File: config.mk
export PLATFORM = sky130hd
export DESIGN_NAME = layer_compositor_flat
export DESIGN_NICKNAME = d
export VERILOG_FILES = /design/src/rtl/gfx_pkg.sv /design/src/rtl/layer_compositor_if.sv /design/src/rtl/layer_compositor_coll_stretch.sv /design/src/rtl/layer_compositor.sv /design/src/flat_wrapper.sv
export SDC_FILE = /design/constraint.sdc
export NUM_CORES = 1
export LEC_CHECK = 0
export ABC_AREA = 1
export CORE_MARGIN = 2
export CORE_UTILIZATION = 43
export DETAILED_ROUTE_END_ITERATION = 16
export MAX_ROUTING_LAYER = met4
export PLACE_DENSITY = 0.82
export SYNTH_ARGS = -nofsm -noshare
export SYNTH_HDL_FRONTEND = slang
export SYNTH_SLANG_ARGS = --single-unit
File: constraint.sdc
create_clock -name clk -period 1.4 [get_ports clk]
set_input_delay 0.35 -clock clk [delete_from_list [all_inputs] [get_ports clk]]
set_output_delay 0.35 -clock clk [all_outputs]
set_load 0.02 [all_outputs]
File: src/rtl/gfx_pkg.sv
`default_nettype none
// ============================================================================
//  Module      : gfx_pkg
//  Description : Shared graphics constants for the VGA display path: colour
//                layout, default colours, standard layer indices and the
//                default collision group masks.
//  Revision    : 1.0 - initial release
// ============================================================================
package gfx_pkg;

    // Colour layout {R,G,B}, 8 bits per field
    localparam int GFX_COLOR_W    = 24;
    localparam int RED_HI         = 23;
    localparam int RED_LO         = 16;
    localparam int GRN_HI         = 15;
    localparam int GRN_LO         = 8;
    localparam int BLU_HI         = 7;
    localparam int BLU_LO         = 0;

    localparam int GFX_NUM_LAYERS = 12;
    localparam int GFX_NUM_COLL   = 2;

    localparam logic [GFX_COLOR_W-1:0] DEF_BG_COLOR    = 24'h00FFFF;
    localparam logic [GFX_COLOR_W-1:0] DEF_FLASH_COLOR = 24'hFFFFFF;

    // Standard layer indices; index 0 is the highest display priority
    typedef enum logic [3:0] {
        LYR_LIFE    = 4'd0,
        LYR_TITLE   = 4'd1,
        LYR_INTRO   = 4'd2,
        LYR_SCORE   = 4'd3,
        LYR_SHOOTER = 4'd4,
        LYR_PEAS    = 4'd5,
        LYR_BRICK   = 4'd6,
        LYR_WING    = 4'd7,
        LYR_BIRD    = 4'd8,
        LYR_PIPE    = 4'd9,
        LYR_BG      = 4'd10
    } layer_idx_e;

    localparam logic [GFX_NUM_LAYERS-1:0] MASK_BIRD = GFX_NUM_LAYERS'(1) << LYR_BIRD;
    localparam logic [GFX_NUM_LAYERS-1:0] MASK_PIPE = GFX_NUM_LAYERS'(1) << LYR_PIPE;
    localparam logic [GFX_NUM_LAYERS-1:0] MASK_PEAS = GFX_NUM_LAYERS'(1) << LYR_PEAS;

    // Channel 0: bird vs pipe, channel 1: bird vs peas
    localparam logic [GFX_NUM_COLL*GFX_NUM_LAYERS-1:0] DEF_COLL_MASK_A = {MASK_BIRD, MASK_BIRD};
    localparam logic [GFX_NUM_COLL*GFX_NUM_LAYERS-1:0] DEF_COLL_MASK_B = {MASK_PEAS, MASK_PIPE};

    // Pack separate 8-bit fields into one colour word
    function automatic logic [GFX_COLOR_W-1:0] rgb(input logic [7:0] r,
                                                   input logic [7:0] g,
                                                   input logic [7:0] b);
        return {r, g, b};
    endfunction

endpackage
`default_nettype wire

File: src/rtl/layer_compositor_if.sv
`default_nettype none
// ============================================================================
//  Module      : layer_compositor_if
//  Description : Layer inputs, collision masks and composited outputs of the
//                layer compositor. master = pixel source, slave = compositor.
//  Revision    : 1.0 - initial release
// ============================================================================
interface layer_compositor_if
    import gfx_pkg::*;
#(
    parameter int NUM_LAYERS = GFX_NUM_LAYERS,
    parameter int COLOR_W    = GFX_COLOR_W,
    parameter int NUM_COLL   = GFX_NUM_COLL
);
    logic                           active;
    logic                           frame_start;
    logic                           flash;
    logic [NUM_LAYERS-1:0]          layer_valid;
    logic [NUM_LAYERS*COLOR_W-1:0]  layer_color;
    logic [NUM_LAYERS-1:0]          layer_en;
    logic [NUM_COLL*NUM_LAYERS-1:0] coll_mask_a;
    logic [NUM_COLL*NUM_LAYERS-1:0] coll_mask_b;
    logic [COLOR_W-1:0]             pix_color;
    logic [NUM_COLL-1:0]            coll_flag;
    logic [NUM_COLL-1:0]            coll_seen;

    modport master (
        output active, frame_start, flash, layer_valid, layer_color, layer_en,
               coll_mask_a, coll_mask_b,
        input  pix_color, coll_flag, coll_seen
    );

    modport slave (
        input  active, frame_start, flash, layer_valid, layer_color, layer_en,
               coll_mask_a, coll_mask_b,
        output pix_color, coll_flag, coll_seen
    );
endinterface
`default_nettype wire

File: src/rtl/layer_compositor_coll_stretch.sv
`default_nettype none
// ============================================================================
//  Module      : coll_stretch
//  Description : One collision channel. Stretches a hit into a flag lasting
//                HOLD_CYCLES+1 cycles (non-retriggerable) and keeps a sticky
//                per-frame "seen" flag.
//  Revision    : 1.0 - initial release
// ============================================================================
module coll_stretch #(
    parameter int HOLD_CYCLES = 416800,
    parameter int CNT_W       = 19
) (
    input  wire logic clk,
    input  wire logic rst_n,
    input  wire logic hit,
    input  wire logic frame_start,
    output logic      flag,
    output logic      seen
);
    localparam logic [CNT_W-1:0] C_HOLD = CNT_W'(HOLD_CYCLES);

    logic [CNT_W-1:0] r_cnt;
    logic [CNT_W-1:0] w_cnt_nxt;

    // Counter next state: arm from idle on a hit, run to HOLD+1, then idle
    always_comb begin
        w_cnt_nxt = '0;
        if (r_cnt == '0) begin
            w_cnt_nxt = hit ? CNT_W'(1) : '0;
        end else if (r_cnt <= C_HOLD) begin
            w_cnt_nxt = r_cnt + CNT_W'(1);
        end
    end

    // Counter, registered flag and sticky seen (set beats frame clear)
    always_ff @(posedge clk or negedge rst_n) begin
        if (!rst_n) begin
            r_cnt <= '0;
            flag  <= 1'b0;
            seen  <= 1'b0;
        end else begin
            r_cnt <= w_cnt_nxt;
            flag  <= (r_cnt != '0);
            if (hit) begin
                seen <= 1'b1;
            end else if (frame_start) begin
                seen <= 1'b0;
            end
        end
    end
endmodule
`default_nettype wire

File: src/rtl/layer_compositor.sv
`default_nettype none
// ============================================================================
//  Module      : layer_compositor
//  Description : Priority pixel compositor with flash override and per-channel
//                collision monitor. Two-cycle pixel latency.
//  Revision    : 1.0 - initial release
// ============================================================================
module layer_compositor
    import gfx_pkg::*;
#(
    parameter int                 NUM_LAYERS  = GFX_NUM_LAYERS,
    parameter int                 COLOR_W     = GFX_COLOR_W,
    parameter int                 NUM_COLL    = GFX_NUM_COLL,
    parameter int                 FLASH_PRIO  = 1,
    parameter int                 HOLD_CYCLES = 416800,
    parameter int                 CNT_W       = 19,
    parameter logic [COLOR_W-1:0] BG_COLOR    = COLOR_W'(DEF_BG_COLOR),
    parameter logic [COLOR_W-1:0] FLASH_COLOR = COLOR_W'(DEF_FLASH_COLOR)
) (
    input  wire logic          clk,
    input  wire logic          rst_n,
    layer_compositor_if.slave  bus
);
    // Stage 1 registers
    logic                          r_active;
    logic                          r_frame_start;
    logic                          r_flash;
    logic [NUM_LAYERS-1:0]         r_eff;
    logic [NUM_LAYERS*COLOR_W-1:0] r_color;
    logic [NUM_COLL-1:0]           r_hit;

    logic [NUM_LAYERS-1:0]         w_eff;
    logic [NUM_COLL-1:0]           w_hit;
    logic [NUM_COLL-1:0]           w_flag;
    logic [NUM_COLL-1:0]           w_seen;

    logic                          w_layer_hit;
    logic [COLOR_W-1:0]            w_layer_color;
    logic                          w_prio_hit;
    logic [COLOR_W-1:0]            w_prio_color;
    logic [COLOR_W-1:0]            w_pix;

    assign w_eff = bus.layer_valid & bus.layer_en;

    // Per-channel hit detection and stretch/sticky logic
    generate
        for (genvar k = 0; k < NUM_COLL; k++) begin : g_coll
            assign w_hit[k] = bus.active
                            & (|(w_eff & bus.coll_mask_a[k*NUM_LAYERS +: NUM_LAYERS]))
                            & (|(w_eff & bus.coll_mask_b[k*NUM_LAYERS +: NUM_LAYERS]));

            coll_stretch #(
                .HOLD_CYCLES (HOLD_CYCLES),
                .CNT_W       (CNT_W)
            ) u_coll_stretch (
                .clk         (clk),
                .rst_n       (rst_n),
                .hit         (r_hit[k]),
                .frame_start (r_frame_start),
                .flag        (w_flag[k]),
                .seen        (w_seen[k])
            );
        end
    endgenerate

    assign bus.coll_flag = w_flag;
    assign bus.coll_seen = w_seen;

    // Stage 1: capture qualified layer state and collision hits
    always_ff @(posedge clk or negedge rst_n) begin
        if (!rst_n) begin
            r_active      <= 1'b0;
            r_frame_start <= 1'b0;
            r_flash       <= 1'b0;
            r_eff         <= '0;
            r_color       <= '0;
            r_hit         <= '0;
        end else begin
            r_active      <= bus.active;
            r_frame_start <= bus.frame_start;
            r_flash       <= bus.flash;
            r_eff         <= w_eff;
            r_color       <= bus.layer_color;
            r_hit         <= w_hit;
        end
    end

    // Priority select: scan high to low so the lowest valid index lands last
    always_comb begin
        w_layer_hit   = 1'b0;
        w_layer_color = '0;
        w_prio_hit    = 1'b0;
        w_prio_color  = '0;
        for (int i = NUM_LAYERS - 1; i >= 0; i--) begin
            if (r_eff[i]) begin
                w_layer_hit   = 1'b1;
                w_layer_color = r_color[i*COLOR_W +: COLOR_W];
                if (i < FLASH_PRIO) begin
                    w_prio_hit   = 1'b1;
                    w_prio_color = r_color[i*COLOR_W +: COLOR_W];
                end
            end
        end

        if (!r_active) begin
            w_pix = '0;
        end else if (w_prio_hit) begin
            w_pix = w_prio_color;
        end else if (r_flash) begin
            w_pix = FLASH_COLOR;
        end else if (w_layer_hit) begin
            w_pix = w_layer_color;
        end else begin
            w_pix = BG_COLOR;
        end
    end

    // Stage 2: registered output pixel
    always_ff @(posedge clk or negedge rst_n) begin
        if (!rst_n) begin
            bus.pix_color <= '0;
        end else begin
            bus.pix_color <= w_pix;
        end
    end
endmodule
`default_nettype wire

File: src/flat_wrapper.sv
// flat-port wrapper written by rule: the top's interface ports become plain ports
module layer_compositor_flat import gfx_pkg::*;
#(
    parameter int                 NUM_LAYERS  = GFX_NUM_LAYERS,
    parameter int                 COLOR_W     = GFX_COLOR_W,
    parameter int                 NUM_COLL    = GFX_NUM_COLL,
    parameter int                 FLASH_PRIO  = 1,
    parameter int                 HOLD_CYCLES = 416800,
    parameter int                 CNT_W       = 19,
    parameter logic [COLOR_W-1:0] BG_COLOR    = COLOR_W'(DEF_BG_COLOR),
    parameter logic [COLOR_W-1:0] FLASH_COLOR = COLOR_W'(DEF_FLASH_COLOR)
)
  (clk, rst_n, bus_active, bus_frame_start, bus_flash, bus_layer_valid, bus_layer_color, bus_layer_en, bus_coll_mask_a, bus_coll_mask_b, bus_pix_color, bus_coll_flag, bus_coll_seen);
  layer_compositor_if #(.NUM_LAYERS(NUM_LAYERS), .COLOR_W(COLOR_W), .NUM_COLL(NUM_COLL)) bus_i ();
  input  wire logic clk;
  input  wire logic rst_n;
  input wire logic [$bits(bus_i.active)-1:0] bus_active;
  input wire logic [$bits(bus_i.frame_start)-1:0] bus_frame_start;
  input wire logic [$bits(bus_i.flash)-1:0] bus_flash;
  input wire logic [$bits(bus_i.layer_valid)-1:0] bus_layer_valid;
  input wire logic [$bits(bus_i.layer_color)-1:0] bus_layer_color;
  input wire logic [$bits(bus_i.layer_en)-1:0] bus_layer_en;
  input wire logic [$bits(bus_i.coll_mask_a)-1:0] bus_coll_mask_a;
  input wire logic [$bits(bus_i.coll_mask_b)-1:0] bus_coll_mask_b;
  output wire logic [$bits(bus_i.pix_color)-1:0] bus_pix_color;
  output wire logic [$bits(bus_i.coll_flag)-1:0] bus_coll_flag;
  output wire logic [$bits(bus_i.coll_seen)-1:0] bus_coll_seen;
  assign bus_i.active = bus_active;
  assign bus_i.frame_start = bus_frame_start;
  assign bus_i.flash = bus_flash;
  assign bus_i.layer_valid = bus_layer_valid;
  assign bus_i.layer_color = bus_layer_color;
  assign bus_i.layer_en = bus_layer_en;
  assign bus_i.coll_mask_a = bus_coll_mask_a;
  assign bus_i.coll_mask_b = bus_coll_mask_b;
  assign bus_pix_color = bus_i.pix_color;
  assign bus_coll_flag = bus_i.coll_flag;
  assign bus_coll_seen = bus_i.coll_seen;
  layer_compositor #(.NUM_LAYERS(NUM_LAYERS), .COLOR_W(COLOR_W), .NUM_COLL(NUM_COLL), .FLASH_PRIO(FLASH_PRIO), .HOLD_CYCLES(HOLD_CYCLES), .CNT_W(CNT_W), .BG_COLOR(BG_COLOR), .FLASH_COLOR(FLASH_COLOR)) u_core (.clk(clk), .rst_n(rst_n), .bus(bus_i));
endmodule
# [Word-level counts from Yosys, hierarchy flattened]
# Index checks and enable logic that the tools add are counted.
[totals] regBits=371 input_bits=365 out_inout_bits=28 elab_cells=75
[classes] n_addsub=2 magnitude_cmp=2 muxes=39 n_bitwise=9 reduce_logical=10
[ops] op="2-to-1 mux 24 bit" count=17
[ops] op="2-to-1 mux 19 bit" count=4
[ops] op="AND 12 bit" count=5
[ops] op="OR reduction 12 bit" count=4
[ops] op="adder 19 x 1 -> 19 bit, second input constant" count=2
[ops] op="<= comparator 19 bit, second input constant" count=2
[ops] op="logical NOT 19 bit" count=2
[ops] op="nonzero test 19 bit" count=2
[ops] op="2-to-1 mux 1 bit" count=18
[ops] op="AND 1 bit" count=4
[ops] op="nonzero test 2 bit" count=2

# [Depth between registers and ports, before layout]
[depth] word_depth=16 ltp_mapped=13 mapped_depth_nobuf=11

# [Cells and area by module]
# Synthesis repeated with hierarchy kept, for this count alone.
[hier_totals] cells_unflattened=1343 hier_area_um2=14034.7
[by_module_without_submodules] module="layer_compositor" instances=1 cells_per_inst=999 area_per_inst_um2=11556.1 seq_area_each_um2=8232.9
[by_module_without_submodules] module="coll_stretch at u_core.g_coll[0].u_coll_stretch" instances=1 cells_per_inst=172 area_per_inst_um2=1239.9 seq_area_each_um2=525.5
[by_module_without_submodules] module="coll_stretch at u_core.g_coll[1].u_coll_stretch" instances=1 cells_per_inst=172 area_per_inst_um2=1238.7 seq_area_each_um2=525.5

# [Worst setup path after synthesis]
# OpenSTA, ideal clock, no wires.
[synth_timing] kind="register to register" startpoint="register u_core.g_coll[0].u_coll_stretch.r_cnt[0]" endpoint="register u_core.g_coll[0].u_coll_stretch.r_cnt[12]" setup_time_ns=0.122 t_arrival_ns=1.372 t_required_ns=1.278 slack_ns=-0.095 path_stages_with_launch=9 path_buffers=1 synth_period_minus_slack_ns=1.495 cell_sequence="dfrtp_1 > inv_1 > ha_1 > nand3_1 > nor4_2 > nand4_2 > nand2_4 > buf_6 > nor2_2"
[synth_between] elab_chain_cells=3 word_cells_on_any_way=5 classes_between="add/sub (1); order compare (1); mux (2); reduce/logical (1)"
[synth_rtl] item="start: declaration" line="layer_compositor_coll_stretch.sv:22" text="logic [CNT_W-1:0] r_cnt;"
[synth_rtl] item="start signal: assignment" line="layer_compositor_coll_stretch.sv:42" text="r_cnt <= w_cnt_nxt;"
[synth_rtl] item="adder 19 x 1 -> 19 bit or <= comparator 19 bit (tied branches)" line="layer_compositor_coll_stretch.sv:31, layer_compositor_coll_stretch.sv:30"
[synth_rtl] item="2-to-1 mux 19 bit" line="layer_compositor_coll_stretch.sv:30" text="end else if (r_cnt <= C_HOLD) begin"
[synth_rtl] item="2-to-1 mux 19 bit *" line="layer_compositor_coll_stretch.sv:28" text="if (r_cnt == '0) begin"
[synth_rtl] item="via u_core.g_coll[0].u_coll_stretch.w_cnt_nxt[12]" line="layer_compositor_coll_stretch.sv:23" text="logic [CNT_W-1:0] w_cnt_nxt;"
# Mark *: on every way through the listed nets, which the timed path passes. The rest lies on a longest branch.
# A chain may end at the register's enable or synchronous reset.

# [Worst setup path in the final report]
[layout_timing] startpoint="register u_core.g_coll[1].u_coll_stretch.r_cnt[1]" endpoint="register u_core.g_coll[1].u_coll_stretch.r_cnt[7]"
[layout_between] elab_chain_cells=3 word_cells_on_any_way=5 classes_between="add/sub (1); order compare (1); mux (2); reduce/logical (1)"
[layout_rtl] item="start: declaration" line="layer_compositor_coll_stretch.sv:22"
[layout_rtl] item="start signal: assignment" line="layer_compositor_coll_stretch.sv:42"
[layout_rtl] item="adder 19 x 1 -> 19 bit or <= comparator 19 bit (tied branches)" line="layer_compositor_coll_stretch.sv:31, layer_compositor_coll_stretch.sv:30"
[layout_rtl] item="2-to-1 mux 19 bit" line="layer_compositor_coll_stretch.sv:30"
[layout_rtl] item="2-to-1 mux 19 bit *" line="layer_compositor_coll_stretch.sv:28"
[layout_rtl] item="via u_core.g_coll[1].u_coll_stretch.w_cnt_nxt[7]" line="layer_compositor_coll_stretch.sv:23"
# Marks and branches as above.

==> impl_metrics.ini <==
[grt]
gr-usage-all-layers_pct = 28.2
grt_pass1_vias = 13000
grt_pass1_wl_um = 69900
antenna_found_initial = 2
grt_start_max_net_pins = 87
grt.overflow.total = 0

[sta]
fin_setup_tns_ns = -10.74
setup_viol = 67
finalCritPeriodShare_pct = 117
rsz0062_at_grt = yes
slew_headroom_pct = 69.9
finClkSkew_ns = 0.00970
slew_violations = 0
worst_slack_ns = -0.232
hold_viol_final = 0
fin_crit_ns = 1.63
worst_pin_slew_ns = 0.451
fmax_mhz = 613

[synthesis]
syn_area_um2 = 14000
syn-mean-instance-area_um2 = 10.3
post-synth-top-count-cell = dfrtp_1
synth_top_area_cell = dfrtp_1
synthFlopType = dfrtp_1
synthTopCellsByCount = 371 x dfrtp_1, 349 x nand2_1, 149 x nor2_1
yosysUniqueCellTypes = 44
seq_area_frac_synth_pct = 66.1
yosysTopAreaCellShare_pct = 66.1
synthTopCellsByArea = dfrtp_1 66%, nand2_1 9.3%, nor2_1 4.0%
synth_edf_count = 0
netlist_instances = 1361
yosysWarnings = 0
yosys_register_bits = 371
async_reset_ff_share_pct = 100
synth_nets = 1730

[power]
pwr_density_cell_nw_per_um2 = 1230
peakVddDrop_mv = 0.805
p_leak_nw = 10.1
p_sw_mw = 7.69
p_seq_share_pct = 42.1
clock_power_share_pct = 35.3
swShare_pct = 27.7
p_int_mw = 20.1
comb_power_share_pct = 22.6

[detailed_routing]
first_pass_iters = 5
avgRoutedWirePerCell_um = 19.7
vias_per_cell = 5.04
remaining_drc_errors = 0
ant_nets = 0
drtIter0Drc = 748
vias = 12200
finalWirelength_um = 47800

[run]
cap_violations = 0

[floorplan]
rows = 66
core-area_um2 = 32400
dieArea_um2 = 34100
fp.dieH_um = 185
chipWidth_um = 185
io_pins = 393
initial_core_util_pct = 43.4

[placed_design]
port_buffers = 392
place_hpwl_um = 34800
place_worst_setup_slack_ns = -0.346
place_inst = 2311
place_congestion = 0.934

[setup_path]
path_buf_inv = 2
path_cells = inv_2 > ha_4 > nand3_4 > nor4_4 > nand4_4 > buf_12 > nand2_8 > nor2_2
worst_ep_required_time_ns = 1.81
cp-start-kind = register
cpPeakStageDelay_ns = 0.40
slowest_stage = dfrtp_1
path_class = register to register
worstPathArrival_ns = 2.04
cp-end-kind = register
critical_path.top_delay_family = simple AND/OR/NAND/NOR gates
cp_max_fo = 8

[clock_tree]
htreeDepth = 2
cts_buffer_depth = 3
cts_made_buffers = 40
cts_tree = built
clk_latency_ns = 0.53
clock-sinks = 371
cts-root-buf = clkbuf_16
cts.clk_slew.worst_paths_ns = 0.06

[cells_and_area]
finalNonFillerCells = 2422
area_growth_pct = 60.4
fin_nets = 2320
drive_gt1_share_pct = 29.8

[status]
violations = setup timing
outcome = complete, but fails checks

[hold_path]
hold_path_class = input pin to register
==> stage by stage <==
step	instance area, um^2	hold WS (ns)	utilization, %	power [mW]
4_1_cts	21800	0.237	67.2	27.1
3_5_place_dp	19700	0.227	60.9	16.4
6_report	22500	0.256	69.6	27.8
2_1_floorplan	14100	0.0544	-	13.7
3_3_place_gp	19700	0.227	60.9	16.3
5_1_grt	22500	0.239	69.6	28.9
==> cell families after synthesis <==
| kind of cell | Yosys count | synth area share [%] |
|---|---|---|
| simple gates | 641 | 19.8 |
| flops | 371 | 66.1 |
| compound gates | 187 | 7.96 |
| buf+inv | 135 | 4.39 |
| xor+xnor | 23 | 1.43 |
| fa+ha+maj | 4 | 0.356 |
==> placed cells by master, fill, tap and decap left out, types with 21 or more instances in the layout <==
cell type / synthesis / routed
clkbuf_16: 0 / 41
buf_6: 6 / 53
nand2_1: 349 / 249
nor2_1: 149 / 128
nor2_4: 3 / 25
a21oi_1: 86 / 67
nor2_2: 22 / 21
nand2_2: 6 / 97
buf_4: 10 / 158
o21ai_0: 50 / 44
buf_12: 0 / 22
clkdlybuf4s50_1: 0 / 363
a21oi_2: 10 / 29
inv_1: 71 / 61
dfrtp_1: 371 / 358
nand3_1: 51 / 33
==> metal layers <==
| layer | up-vias | GRT usage (%) | part of all wire [%] |
|---|---|---|---|
| met4 | 0 | 15.0 | 5.8 |
| met5 | - | - | 0 |
| met2 | 491 | 48.8 | 52 |
| met3 | 154 | 4.15 | 4.9 |
| li1 | 5572 | - | - |
| met1 | 5990 | 31.7 | 37 |
==> worst paths after layout <==
path / startpoint / end / slack, ns / cells after the start
max in group asynchronous: rst_n / u_core.r_color[37] / 0.39 / 3
min in group asynchronous: rst_n / u_core.r_color[151] / 0.28 / 2
hold reg to reg: u_core.r_frame_start / u_core.g_coll[0].u_coll_stretch.seen / 0.46 / 1
setup reg to reg: u_core.g_coll[1].u_coll_stretch.r_cnt[1] / u_core.g_coll[1].u_coll_stretch.r_cnt[7] / -0.23 / 8
setup / recovery: u_core.g_coll[1].u_coll_stretch.r_cnt[1] / u_core.g_coll[1].u_coll_stretch.r_cnt[7] / -0.23 / 8
hold / removal: bus_layer_color[28] / u_core.r_color[28] / 0.26 / 1
==> registers in the layout (all words and copies together) (netlist names) <==
name	count
u_core.r_frame_start	1
u_core.r_active	1
u_core.g_coll.u_coll_stretch.flag	2
u_core.r_flash	1
u_core.bus.pix_color	24
u_core.r_color	288
u_core.g_coll.u_coll_stretch.r_cnt	38
u_core.r_eff	12
u_core.g_coll.u_coll_stretch.seen	2
u_core.r_hit	2
==> power by group through the flow <==
stage | clock network [mW] | logic, mW | registers [mW]
5_1_grt | 10.4 | 6.73 | 11.8
4_1_cts | 9.95 | 5.50 | 11.7
2_1_floorplan | 0 | 1.84 | 11.9
6_report | 9.80 | 6.29 | 11.7
3_5_place_dp | 0 | 4.59 | 11.8
3_3_place_gp | 0 | 4.48 | 11.8
==> cell type report <==
class                      instances  area, um^2
fill                            2259        9850
sequential                       371        9300
timing repair buffer             599        5910
multi-input combinational        858        5230
clock buffer                      56        1130
tap                              442         553
inverter                          81         320
clock inverter                    12        81.3
antenna                            3        7.51
==> what timing repair did <==
item / CTS / global route
hold buffers: 1 / 0
setup endpoints to repair: 92 / 91
hold endpoints to repair: 62 / 0
pin swaps: 39 / 58
buffers inserted: 22 / 15
gates cloned: 3 / 2
resized for setup: 321 / 163
Note: power is estimated with default switching activity, not from simulation.
